**src/rtl/bcd_serial_add_sub.sv**
```systemverilog
// Digit-serial BCD adder/subtractor, least-significant digit first.
// Subtraction adds the 10's complement of B; a negative result gets a second re-complement pass.
module bcd_serial_add_sub #(
    parameter int DIGITS = 4
) (
    input  logic                  clk,
    input  logic                  reset,
    input  logic                  start,
    input  logic                  op,
    input  logic [4*DIGITS-1:0]   A,
    input  logic [4*DIGITS-1:0]   B,
    output logic                  busy,
    output logic                  done,
    output logic [4*DIGITS-1:0]   Result,
    output logic                  Cout,
    output logic                  Neg
);
    localparam int IW = $clog2(DIGITS);

    typedef enum logic [1:0] {S_IDLE, S_ADD, S_FIX} state_t;

    state_t              state_q, state_d;
    logic                busy_q, busy_d;
    logic                done_q, done_d;
    logic [4*DIGITS-1:0] result_q, result_d;
    logic                cout_q, cout_d;
    logic                neg_q, neg_d;
    logic                carry_q, carry_d;
    logic [IW-1:0]       idx_q, idx_d;
    logic [4*DIGITS-1:0] a_q, a_d;
    logic [4*DIGITS-1:0] b_q, b_d;
    logic                op_q, op_d;

    logic [3:0] a_digs [DIGITS];
    logic [3:0] b_digs [DIGITS];
    logic [3:0] r_digs [DIGITS];

    genvar gi;
    generate
        for (gi = 0; gi < DIGITS; gi++) begin : g_dig
            assign a_digs[gi] = a_q[4*gi +: 4];
            assign b_digs[gi] = b_q[4*gi +: 4];
            assign r_digs[gi] = result_q[4*gi +: 4];
        end
    endgenerate

    logic       last_dig;
    logic [3:0] x_dig, y_dig, sum_dig;
    logic [4:0] raw_sum;
    logic       c_out;

    assign last_dig = (idx_q == IW'(DIGITS - 1));

    // Shared digit adder: ADD uses A_i + (B_i or 9-B_i); FIX uses (9-Result_i) + 0.
    always_comb begin
        x_dig = 4'd0;
        y_dig = 4'd0;
        if (state_q == S_FIX) begin
            x_dig = 4'd9 - r_digs[idx_q];
        end else begin
            x_dig = a_digs[idx_q];
            y_dig = op_q ? (4'd9 - b_digs[idx_q]) : b_digs[idx_q];
        end
        raw_sum = {1'b0, x_dig} + {1'b0, y_dig} + {4'd0, carry_q};
        if (raw_sum > 5'd9) begin
            sum_dig = raw_sum[3:0] + 4'd6;
            c_out   = 1'b1;
        end else begin
            sum_dig = raw_sum[3:0];
            c_out   = 1'b0;
        end
    end

    always_ff @(posedge clk or posedge reset) begin
        if (reset) begin
            state_q  <= S_IDLE;
            busy_q   <= 1'b0;
            done_q   <= 1'b0;
            result_q <= '0;
            cout_q   <= 1'b0;
            neg_q    <= 1'b0;
            carry_q  <= 1'b0;
            idx_q    <= '0;
            a_q      <= '0;
            b_q      <= '0;
            op_q     <= 1'b0;
        end else begin
            state_q  <= state_d;
            busy_q   <= busy_d;
            done_q   <= done_d;
            result_q <= result_d;
            cout_q   <= cout_d;
            neg_q    <= neg_d;
            carry_q  <= carry_d;
            idx_q    <= idx_d;
            a_q      <= a_d;
            b_q      <= b_d;
            op_q     <= op_d;
        end
    end

    always_comb begin
        state_d = state_q;
        case (state_q)
            S_IDLE:  if (start) state_d = S_ADD;
            S_ADD:   if (last_dig) state_d = (op_q && !c_out) ? S_FIX : S_IDLE;
            S_FIX:   if (last_dig) state_d = S_IDLE;
            default: state_d = S_IDLE;
        endcase
    end

    always_comb begin
        result_d = result_q;
        cout_d   = cout_q;
        neg_d    = neg_q;
        carry_d  = carry_q;
        idx_d    = idx_q;
        a_d      = a_q;
        b_d      = b_q;
        op_d     = op_q;
        done_d   = 1'b0;
        busy_d   = (state_d != S_IDLE);
        case (state_q)
            S_IDLE: begin
                if (start) begin
                    a_d      = A;
                    b_d      = B;
                    op_d     = op;
                    idx_d    = '0;
                    carry_d  = op;
                    result_d = '0;
                    cout_d   = 1'b0;
                    neg_d    = 1'b0;
                end
            end
            S_ADD, S_FIX: begin
                for (int i = 0; i < DIGITS; i++) begin
                    if (IW'(i) == idx_q) result_d[4*i +: 4] = sum_dig;
                end
                carry_d = c_out;
                idx_d   = idx_q + 1'b1;
                if (last_dig) begin
                    idx_d = '0;
                    if (state_q == S_FIX) begin
                        done_d  = 1'b1;
                        carry_d = 1'b0;
                    end else if (op_q && !c_out) begin
                        // Borrow out: magnitude is the 10's complement of what we just wrote.
                        carry_d = 1'b1;
                        cout_d  = 1'b0;
                        neg_d   = 1'b1;
                    end else begin
                        cout_d = c_out;
                        neg_d  = 1'b0;
                        done_d = 1'b1;
                    end
                end
            end
            default: ;
        endcase
    end

    assign busy   = busy_q;
    assign done   = done_q;
    assign Result = result_q;
    assign Cout   = cout_q;
    assign Neg    = neg_q;
endmodule

```
**config.mk**
```make
export PLATFORM = sky130hd
export DESIGN_NAME = bcd_serial_add_sub
export DESIGN_NICKNAME = d
export VERILOG_FILES = /design/src/rtl/bcd_serial_add_sub.sv
export SDC_FILE = /design/constraint.sdc
export NUM_CORES = 1
export LEC_CHECK = 0
export CAP_MARGIN = 20
export CORE_UTILIZATION = 50
export DETAILED_ROUTE_END_ITERATION = 8
export PLACE_DENSITY = 0.86
export SKIP_LAST_GASP = 1
export SYNTH_ARGS = -nofsm -noshare
export SYNTH_HDL_FRONTEND = slang
export SYNTH_SLANG_ARGS = --single-unit
```
**constraint.sdc**
```tcl
create_clock -name clk -period 6.8 [get_ports clk]
set_input_delay 1.36 -clock clk [delete_from_list [all_inputs] [get_ports clk]]
set_output_delay 1.36 -clock clk [all_outputs]
set_load 0.005 [all_outputs]
```
=== Word level (Yosys, flattened, before mapping) ===
Index checks and enable logic that the tools add are counted.
W data, S select, Z words.

* Multiply operators: 0
* Divide/modulo/power cells: 0
* Bitwise operators: 1
* Equal/unequal tests: 13
* Shift-type cells: 0
* Muxes and demuxes: 46
* Order comparisons: 2
* Reductions and logical operators: 14
* $add $sub $neg: 6

{| class="wikitable"
|+ Operators with widths
! kind !! number
|-
| $mux W4 || 14
|-
| $pmux W16 S2 || 1
|-
| $bmux W4 S2 || 3
|-
| $mux W1 || 16
|-
| $mux W16 || 1
|-
| $ne A2 B2 Y1 const B || 7
|-
| $mux W2 || 6
|-
| $reduce_and A3 Y1 || 4
|-
| $sub A4 B4 Y4 const A || 2
|-
| $pmux W1 S2 || 3
|-
| $pmux W2 S3 || 1
|-
| $add A4 B4 Y5 || 1
|-
| $add A5 B1 Y5 || 1
|-
| $gt A5 B4 Y1 const B || 1
|-
| $add A4 B3 Y4 const B || 1
|-
| $eq A2 B2 Y1 const A || 2
|-
| $eq A2 B2 Y1 const B || 2
|-
| $logic_not A2 Y1 || 2
|-
| $pmux W2 S2 || 1
|-
| $reduce_and A2 Y1 || 2
|-
| $reduce_and A4 Y1 || 1
|-
| $reduce_bool A2 Y1 || 2
|-
| $ge A3 B3 Y1 const B || 1
|-
| $not A2 Y3 || 1
|-
| other kinds (6) || 6
|}

* Memory bits (read-only): 0
* RAM bits: 0
* Input port bits: 36
* Output and inout bits: 20
* Latch bits: 0
* Bits in registers: 58
* Memories kept: 0
* Logic and storage cells: 96

=== Depth between registers and ports, before layout ===
Gate-level depths: netlist (run 1).

* Depth after elaboration: 17
* Gate-level depth with buffers: 15
* Depth with buffers taken out: 14

=== Worst setup path after synthesis (run 1) ===
Ideal clock, no wire load.

* Path type: register -> register
* Start point: register idx_q[0]
* End point: register result_q[14], in the netlist Result[14]
* Data required time: 6.675 ns
* Cell stages (with the launch flop): 13
* Setup slack: 3.026 ns
* Arrival: 3.649 ns
* Clock period less this slack: 3.774 ns
* Path through: dfrtp_1 -> clkbuf_1 -> buf_2 -> mux4_2 -> a21oi_1 -> fa_1 -> inv_1 -> fa_1 -> inv_1 -> a222oi_1 -> a31oi_4 -> o211a_1 -> mux2_2

* Word-level cells in the longest chain between the ends: 13
* Elaborated cells on any way between the ends: 25

{| class="wikitable"
|+ RTL lines
! what !! RTL line !! text
|-
| start: declaration || 29 || <nowiki>logic [IW-1:0] idx_q, idx_d;</nowiki>
|-
| start signal: assignment || 95 || <nowiki>idx_q <= idx_d;</nowiki>
|-
| $not A2 Y3 (not written as such) || 59, 61, 62 ||
|-
| $bmux W4 S2 || 62 || <nowiki>y_dig = op_q ? (4'd9 - b_digs[idx_q]) : b_digs[idx_q];</nowiki>
|-
| $mux W4 (not written as such) (2 in a row) || 62 ||
|-
| $sub A4 B4 Y4 || 62 ||
|-
| $mux W4 || 62 ||
|-
| $mux W4 || 58 || <nowiki>if (state_q == S_FIX) begin</nowiki>
|-
| $add A4 B4 Y5 || 64 || <nowiki>raw_sum = {1'b0, x_dig} + {1'b0, y_dig} + {4'd0, carry_q};</nowiki>
|-
| $add A5 B1 Y5 || 64 ||
|-
| $add A4 B3 Y4 or $gt A5 B4 Y1 (tied branches) || 66, 65 ||
|-
| $mux W4 || 65 || <nowiki>if (raw_sum > 5'd9) begin</nowiki>
|-
| $mux W4 || 138 || <nowiki>if (IW'(i) == idx_q) result_d[4*i +: 4] = sum_dig;</nowiki>
|-
| $pmux W16 S2 || 123 || <nowiki>case (state_q)</nowiki>
|-
| end signal: assignment || 91 || <nowiki>result_q <= result_d;</nowiki>
|-
| end: declaration || 25 || <nowiki>logic [4*DIGITS-1:0] result_q, result_d;</nowiki>
|}

Parallel ways exist; a longest one is shown, timed or not. The select of a mux whose other input is x is not followed.
A chain may end at the register's enable or synchronous reset.

=== Worst setup path in the final report (run 1) ===
* Start point: register idx_q[0]
* End point: register result_q[6], in the netlist Result[6]

The elaborated chain is that of the path after synthesis.

==> flow_summary.ini, run 1 <==
[setup_path]
worst-path-stages = 11
cp-start-kind = flop
cp-end-kind = flop
cp_data_required_time_ns = 7.02
cp_top_family = compound AO/OA/AOI/OAI gates
r2r_end = Result[6]
ff2ff_setup_slack_ns = 2.74
crit_fanout = 16
slowest_stage = dfrtp_1
crit_buf_inv = 2
rr_worst_depth = 11
cp.arrival_ns = 4.28
crit_chain = mux4_2, xor2_1, nand2_1, fa_1, inv_1, fa_1, inv_1, a222oi_1, a31oi_4, o211a_1, mux2_2
setup.worst_path.class = reg -> reg
rr_startpoint = idx_q[0]
slowest_delay_ns = 0.91

[sta]
setup_viol = 0
rsz0062_at_grt = no
fin_skew_ns = 0.00964
finalHoldViolations = 0
fin_crit_sh = 0.597
fmax_ghz = 0.246
worst_pin_slew_ns = 0.864
max_slew_margin = 0.424
maxSlewViolCount = 0
hold_slack_ns = 0.499
finalCriticalPeriod_ns = 4.06
tns_ns = 0

[clocking]
numCtsBuffers = 9
cts_buffer_depth = 2
ctsHoldBuffers = 0
cts.htree.levels = 3
clock_sinks = 58
root_buffer = clkbuf_8
cts_tree = done
postCtsResizedCells = 0
post_cts_buffers = 0
clk_latency_ns = 0.34
clkTransAtPathRegs_ns = 0.06

[floorplan]
core_um2 = 5920
die_x_um = 80.4
placementRows = 28
num_io_pins = 56
die_h_um = 80.4
start_util = 0.519
die_area_um2 = 6460

[cells_and_area]
diodes = 0
mostFrequentLayoutCell = dfrtp_1
drive_gt1_frac = 0.226
layout_common_cells = dfrtp_1, clkdlybuf4s50_1, mux2_2
area_growth_pct = 26.6
nets = 367

[placed_design]
post-dp-hpwl_mm = 4.55
gp_congestion = 0.904
portBuffers = 55

[logic_synthesis]
postSynthCellCount = 256
synthFlopType = dfrtp_1
ys_ff_latch = 58
synth_area_um2 = 3070
async_flop_share = 1.00
synth_seq_area_share = 0.473
ys_warn_count = 0
synth_nets = 308
synth-edff-count = 0
yosysUniqueCellTypes = 40
avgSynthCellArea_um2 = 12.0

[drt]
first_iter_violations = 169
post_drt_wl_per_cell_um = 15.6
vias = 2129
via_per_inst = 5.40
first_pass_iters = 4
wl_mm = 6.16
ant_nets = 0
drc = 0

[global_route]
grt_overflow = 0
grt_pass1_wl_mm = 10.5
grt_pass1_vias = 2213
antenna_found_initial = 0
grt_max_degree = 59
track_usage = 0.225

[flow_run]
max-cap-violations = 0

[min_path]
hold_class = reg -> reg
whs_endpoint = carry_q
worstHoldStart = carry_q
hold_depth = 1

[status]
status = finished clean
## metrics by stage
| stage | utilization | area, µm² | instances | setup slack, ns |
|---|---|---|---|---|
| after floorplan | - | 3070 | 256 | 3.03 |
| after global placement | 0.624 | 3690 | 379 | 2.77 |
| after detailed placement | 0.624 | 3690 | 379 | 2.75 |
| after CTS | 0.656 | 3890 | 394 | 2.74 |
| after global routing | 0.656 | 3890 | 394 | 2.40 |
| final | 0.656 | 3890 | 394 | 2.74 |
## worst register-to-register path: cells and delay by family, from the launching register on
family                   cells  cell delay (ns)
XOR/XNOR                     1             0.15
AO/OA/AOI/OAI                3             1.04
flip-flops                   1             0.91
AND/OR/NAND/NOR              1             0.10
adder cells (fa/ha/maj)      2             0.71
multiplexers                 2             0.88
buffers and inverters        2             0.16
## logic make-up after synthesis
group | synth area share
mux | 0.231
xor+xnor | 0.0143
compound gates | 0.0933
flops | 0.473
buf+inv | 0.0387
fa+ha+maj | 0.0701
simple gates | 0.0803
## sequential cells by signal, indices dropped and copies added (netlist names)
name / cells
Cout: 1
Neg: 1
Result: 16
a_q: 16
b_q: 16
busy: 1
carry_q: 1
done: 1
idx_q: 2
op_q: 1
state_q: 2
## metal layers
| metal | track usage | up-vias | share of wire |
|---|---|---|---|
| met2 | 0.358 | 63 | 0.50 |
| met5 | 0 | - | 0 |
| li1 | - | 1033 | - |
| met1 | 0.291 | 1026 | 0.43 |
| met4 | 0.0982 | 0 | 0.016 |
| met3 | 0.0557 | 7 | 0.049 |
## worst max path at each step
stage              from    endpoint  slack [ns]
2_1_floorplan  idx_q[0]  Result[14]        3.03
3_3_place_gp   idx_q[0]  Result[14]        2.77
3_5_place_dp   idx_q[0]  Result[10]        2.75
4_1_cts        idx_q[0]  Result[10]        2.74
5_1_grt        idx_q[0]   Result[1]        2.40
6_report       idx_q[0]   Result[6]        2.74
## final cells by class
cell class,instances,area [µm²]
well taps,75,93.8
clock buffers,10,138
multi-input cells,167,1500
fillers,476,2030
clock inverters,5,55.1
repair buffers,57,566
inverters,22,82.6
flip-flops and latches,58,1450
## cells in the mapped netlist (2+ instances only)
cell type   n  area (µm²)
nand3_1     2        10.0
buf_2       2        10.0
and3_1      2        12.5
xnor2_1     2        17.5
nor2_1     12        45.0
nand2b_1    3        18.8
o22ai_1     3        18.8
a21o_1      2        15.0
fa_1        2        40.0
buf_1       3        11.3
ha_1       14         175
or3_1       2        12.5
dfrtp_1    58        1450
a21oi_1     3        15.0
nor3_1      3        15.0
nand2_1    24        90.1
inv_1      20        75.1
mux2_2     38         428
o21a_1      3        22.5
nor2b_1     3        18.8
a31oi_1     5        31.3
mux4_2     12         270
clkinv_1    2        7.51
xor2_1      3        26.3
clkbuf_1    4        15.0
o21ai_0    12        60.1
o31ai_1     4        30.0
Power of run 1 is left out: the tool's default activity adds up to more than one toggle a clock period on the data nets, which glitch-free logic cannot reach.
==> run 2, diff against run 1 <==
==> constraint.sdc (replaced) <==
create_clock -name clk -period 4.1 [get_ports clk]
set_input_delay 0.82 -clock clk [delete_from_list [all_inputs] [get_ports clk]]
set_output_delay 0.82 -clock clk [all_outputs]
set_load 0.005 [all_outputs]
==> flow_summary.ini, run 2 (synthesized netlist as in run 1, its figures left out) <==
[status]
status = finished clean

[setup_path]
cp-start-kind = flop
setup.worst_path.class = reg -> reg
cp_data_required_time_ns = 4.29
slowest_delay_ns = 0.69
slowest_stage = dfrtp_1
rr_startpoint = idx_q[1]
crit_buf_inv = 1
cp_top_family = compound AO/OA/AOI/OAI gates
ff2ff_setup_slack_ns = 0.38
cp-end-kind = flop
rr_worst_depth = 11
cp.arrival_ns = 3.91
r2r_end = Result[5]
crit_chain = mux4_2, inv_1, ha_1, nand2_1, nand2_1, ha_1, and2_0, a222oi_1, a31oi_4, xnor2_1, o31ai_1
crit_fanout = 12

[sta]
finalCriticalPeriod_ns = 3.72
maxSlewViolCount = 0
rsz0062_at_grt = no
tns_ns = 0
worst_pin_slew_ns = 0.606
finalHoldViolations = 0
fin_skew_ns = 0.00462
fin_crit_sh = 0.908
max_slew_margin = 0.592
fmax_ghz = 0.269
layout_setup_ws_ns = 0.379
setup_viol = 0
hold_slack_ns = 0.503

[clocking]
cts_buffer_depth = 2
post_cts_buffers = 0
clock_sinks = 58
cts_tree = done
numCtsBuffers = 9
root_buffer = clkbuf_8
cts.htree.levels = 3
clk_latency_ns = 0.33
clkTransAtPathRegs_ns = 0.06

[min_path]
worstHoldStart = a_q[6]
hold_depth = 1
whs_endpoint = a_q[6]
hold_class = reg -> reg

[drt]
first_pass_iters = 4
vias = 2192
drc = 0
first_iter_violations = 158
via_per_inst = 5.52
wl_mm = 6.11
ant_nets = 0
post_drt_wl_per_cell_um = 15.4

[floorplan]
core_um2 = 5920
placementRows = 28
die_x_um = 80.4
die_h_um = 80.4
start_util = 0.519
num_io_pins = 56
die_area_um2 = 6460

[global_route]
antenna_found_initial = 0
grt_pass1_wl_mm = 10.4
met2_usage = 0.346
track_usage = 0.221
grt_max_degree = 49
grt_use_met3 = 0.0602
grt_overflow = 0
busiest_layer = met2
met1_usage = 0.287
grt_pass1_vias = 2188

[cells_and_area]
diodes = 0
nets = 372
layout_common_cells = dfrtp_1, clkdlybuf4s50_1, mux2_2
stdcell_area_um2 = 3900
area_growth_pct = 27.1
drive_gt1_frac = 0.230
mostFrequentLayoutCell = dfrtp_1

[placed_design]
portBuffers = 55
place_ws_ns = 0.280
gp_congestion = 0.933
post_dp_cell_area_um2 = 3720
post-dp-hpwl_mm = 4.58

[flow_run]
max-cap-violations = 0
run 2: changes by cell type in the layout (fill, tap and decap cells not counted), sizes merged:
cell / delta
clkinv: -2
bufinv: -1
buf: +5
clkinvlp: -2
clkbuf: +3
run 2: worst max path at each step:
stage                  start    endpoint  slack (ns)  cells past startpoint
finish              idx_q[1]   Result[5]        0.38                     11
global route        idx_q[1]   Result[5]        0.07                     12
CTS                 idx_q[0]   Result[5]        0.24                     10
detailed placement  idx_q[0]   Result[5]        0.28                     11
global placement    idx_q[0]  Result[14]        0.39                     11
floorplan           idx_q[0]  Result[14]        0.33                     12
run 2: final cells by class:
| class | instances | area, µm² |
|---|---|---|
| fillers | 465 | 2020 |
| repair buffers | 62 | 616 |
| clock buffers | 13 | 159 |
| flip-flops and latches | 58 | 1450 |
| multi-input cells | 167 | 1500 |
| well taps | 75 | 93.8 |
| inverters | 22 | 82.6 |
run 2: per-stage QoR:
| step | cells | utilization |
|---|---|---|
| 6_report | 397 | 0.659 |
| 5_1_grt | 397 | 0.659 |
| 4_1_cts | 396 | 0.656 |
| 3_5_place_dp | 383 | 0.629 |
| 3_3_place_gp | 383 | 0.629 |
| 2_1_floorplan | 256 | - |
run 2: timing repair:
action / in CTS / in global routing
hold buffers: 0 / 0
setup endpoints to repair: 0 / 8
resized for setup: 0 / 1
hold endpoints to repair: 0 / 0
run 2: per-layer routing:
metal / share of wire / wire length, µm
met5: 0 / 0
met4: 0.016 / 98
met3: 0.049 / 299
met2: 0.50 / 3050
met1: 0.44 / 2670
run 2: worst reg2reg max path, stage by stage, from the launching register on:
cell      delay [ns]
dfrtp_1         0.69
mux4_2          0.58
inv_1           0.10
ha_1            0.23
nand2_1         0.07
nand2_1         0.06
ha_1            0.38
and2_0          0.19
a222oi_1        0.51
a31oi_4         0.23
xnor2_1         0.40
o31ai_1         0.15
Power of run 2 is left out for the same reason.
==> variant (config.mk and constraints of run 2) <==
The 3 states of `state_t` get a one-hot encoding in 3 bits.
--- a/src/rtl/bcd_serial_add_sub.sv
+++ b/src/rtl/bcd_serial_add_sub.sv
@@ -17,7 +17,7 @@
 );
     localparam int IW = $clog2(DIGITS);
 
-    typedef enum logic [1:0] {S_IDLE, S_ADD, S_FIX} state_t;
+    typedef enum logic [2:0] {S_IDLE = 3'b001, S_ADD = 3'b010, S_FIX = 3'b100} state_t;
 
     state_t              state_q, state_d;
     logic                busy_q, busy_d;
Behaviour: same outputs for any inputs over 4 cycles, from zero or initial values and one cycle with reset high; so few cycles prove little.
==> variant against run 2 <==
Sequential cell count is 1 higher; routed wire length is 7.1% higher; first-iteration DRC count is 20% lower; final cell count is 2.8% lower; design area is 2.1% higher; area after synthesis is 1.5% higher; setup slack worse by 0.046 ns; highest routed layer unchanged.
Power is not shown: default switching activity piles up to over one toggle a cycle in this logic, so the estimate is an artifact.
==> variant: results (changes against run 2) <==
----------------------------------------------------
[Outcome]
  Status ... completed (unchanged)

[Global route]
  Met1 track demand over resource ... 29.5% (was 28.7%)
  Global routing usage on met2 ... 38.2% (was 34.6%)
  Vias in the first global route ... 2325 (was 2188)
  First-pass GRT wire length ... 11200 um (was 10400 um)
  Largest net degree at the start of global routing ... 40 (was 49)
  Aggregate global-route resource usage ... 23.4% (was 22.1%)
  Global routing met3 resource utilization ... 6.29% (was 6.02%)

[Synth]
  Fraction of synthesized cell area in xor and xnor cells ... 1.12% (was 1.43%)
  Mux share of post-synthesis cell area ... 22.4% (was 23.1%)
  Share of the synthesized area in compound gates (AO/OA/AOI/OAI) ... 12.0% (was 9.33%)
  Proportion of synthesized chip area in sequential cells ... 47.4% (was 47.3%)
  Gate Count Post-Synth ... 247 (was 256)
  Number of distinct library cell variants in the gate-level netlist after synthesis ... 48 (was 40)

[Final layout]
  Final Net Count ... 354 (was 372)
  Layout cells sized above 1 ... 27.7% (was 23.0%)

[Hold path]
  Worst hold path endpoint ... Cout (was a_q[6])
  Launch instance of the worst min-delay path ... Cout (was a_q[6])

[Routing]
  Length of routed wiring on met1 ... 2670 um (about the same)
  Wire length on met2 ... 3360 um (was 3050 um)
  Routed via count divided by cell count ... 5.78 (was 5.52)
  Wire length after detailed routing ... 6540 um (was 6110 um)
  Met3 wire len ... 339 um (was 299 um)

[Critical path]
  Maximum fanout count along the critical path ... 11 (was 12)
  Capture point of the critical path ... Result[1] (was Result[5])

[Place]
  Routability congestion estimate from global placement ... 0.893 (was 0.933)
  Detailed Place HPWL ... 4860 um (was 4580 um)
  Post-Place Setup Slack ... 0.0531 ns (was 0.280 ns)
  Placed instance area ... 3750 um2 (was 3720 um2)

[Timing]
  Clock period minus worst slack ... 3.77 ns (was 3.72 ns)
  Setup clock skew after layout ... 0.00684 ns (was 0.00462 ns)
  Pin slew with the least headroom to its limit ... 0.816 ns (was 0.606 ns)

----------------------------------------------------
variant: cell types whose count changed after synthesis, moves of 4 or more:
cell / run 2 / this run
sky130_fd_sc_hd__ha_1: 14 / 10
sky130_fd_sc_hd__o41ai_2: 0 / 6
sky130_fd_sc_hd__o21ai_0: 12 / 3
sky130_fd_sc_hd__inv_1: 20 / 11
sky130_fd_sc_hd__o21ai_1: 0 / 4
sky130_fd_sc_hd__mux2_1: 0 / 5
sky130_fd_sc_hd__mux2_2: 38 / 32
sky130_fd_sc_hd__a31oi_1: 5 / 1
variant: cell type report:
class / instances / area [um2]
Tap cell: 75 / 93.8
Fill cell: 456 / 1970
Sequential cell: 59 / 1480
Multi-Input combinational cell: 164 / 1550
Timing Repair Buffer: 61 / 596
Inverter: 11 / 41.3
Clock buffer: 11 / 151
Clock inverter: 5 / 75.1
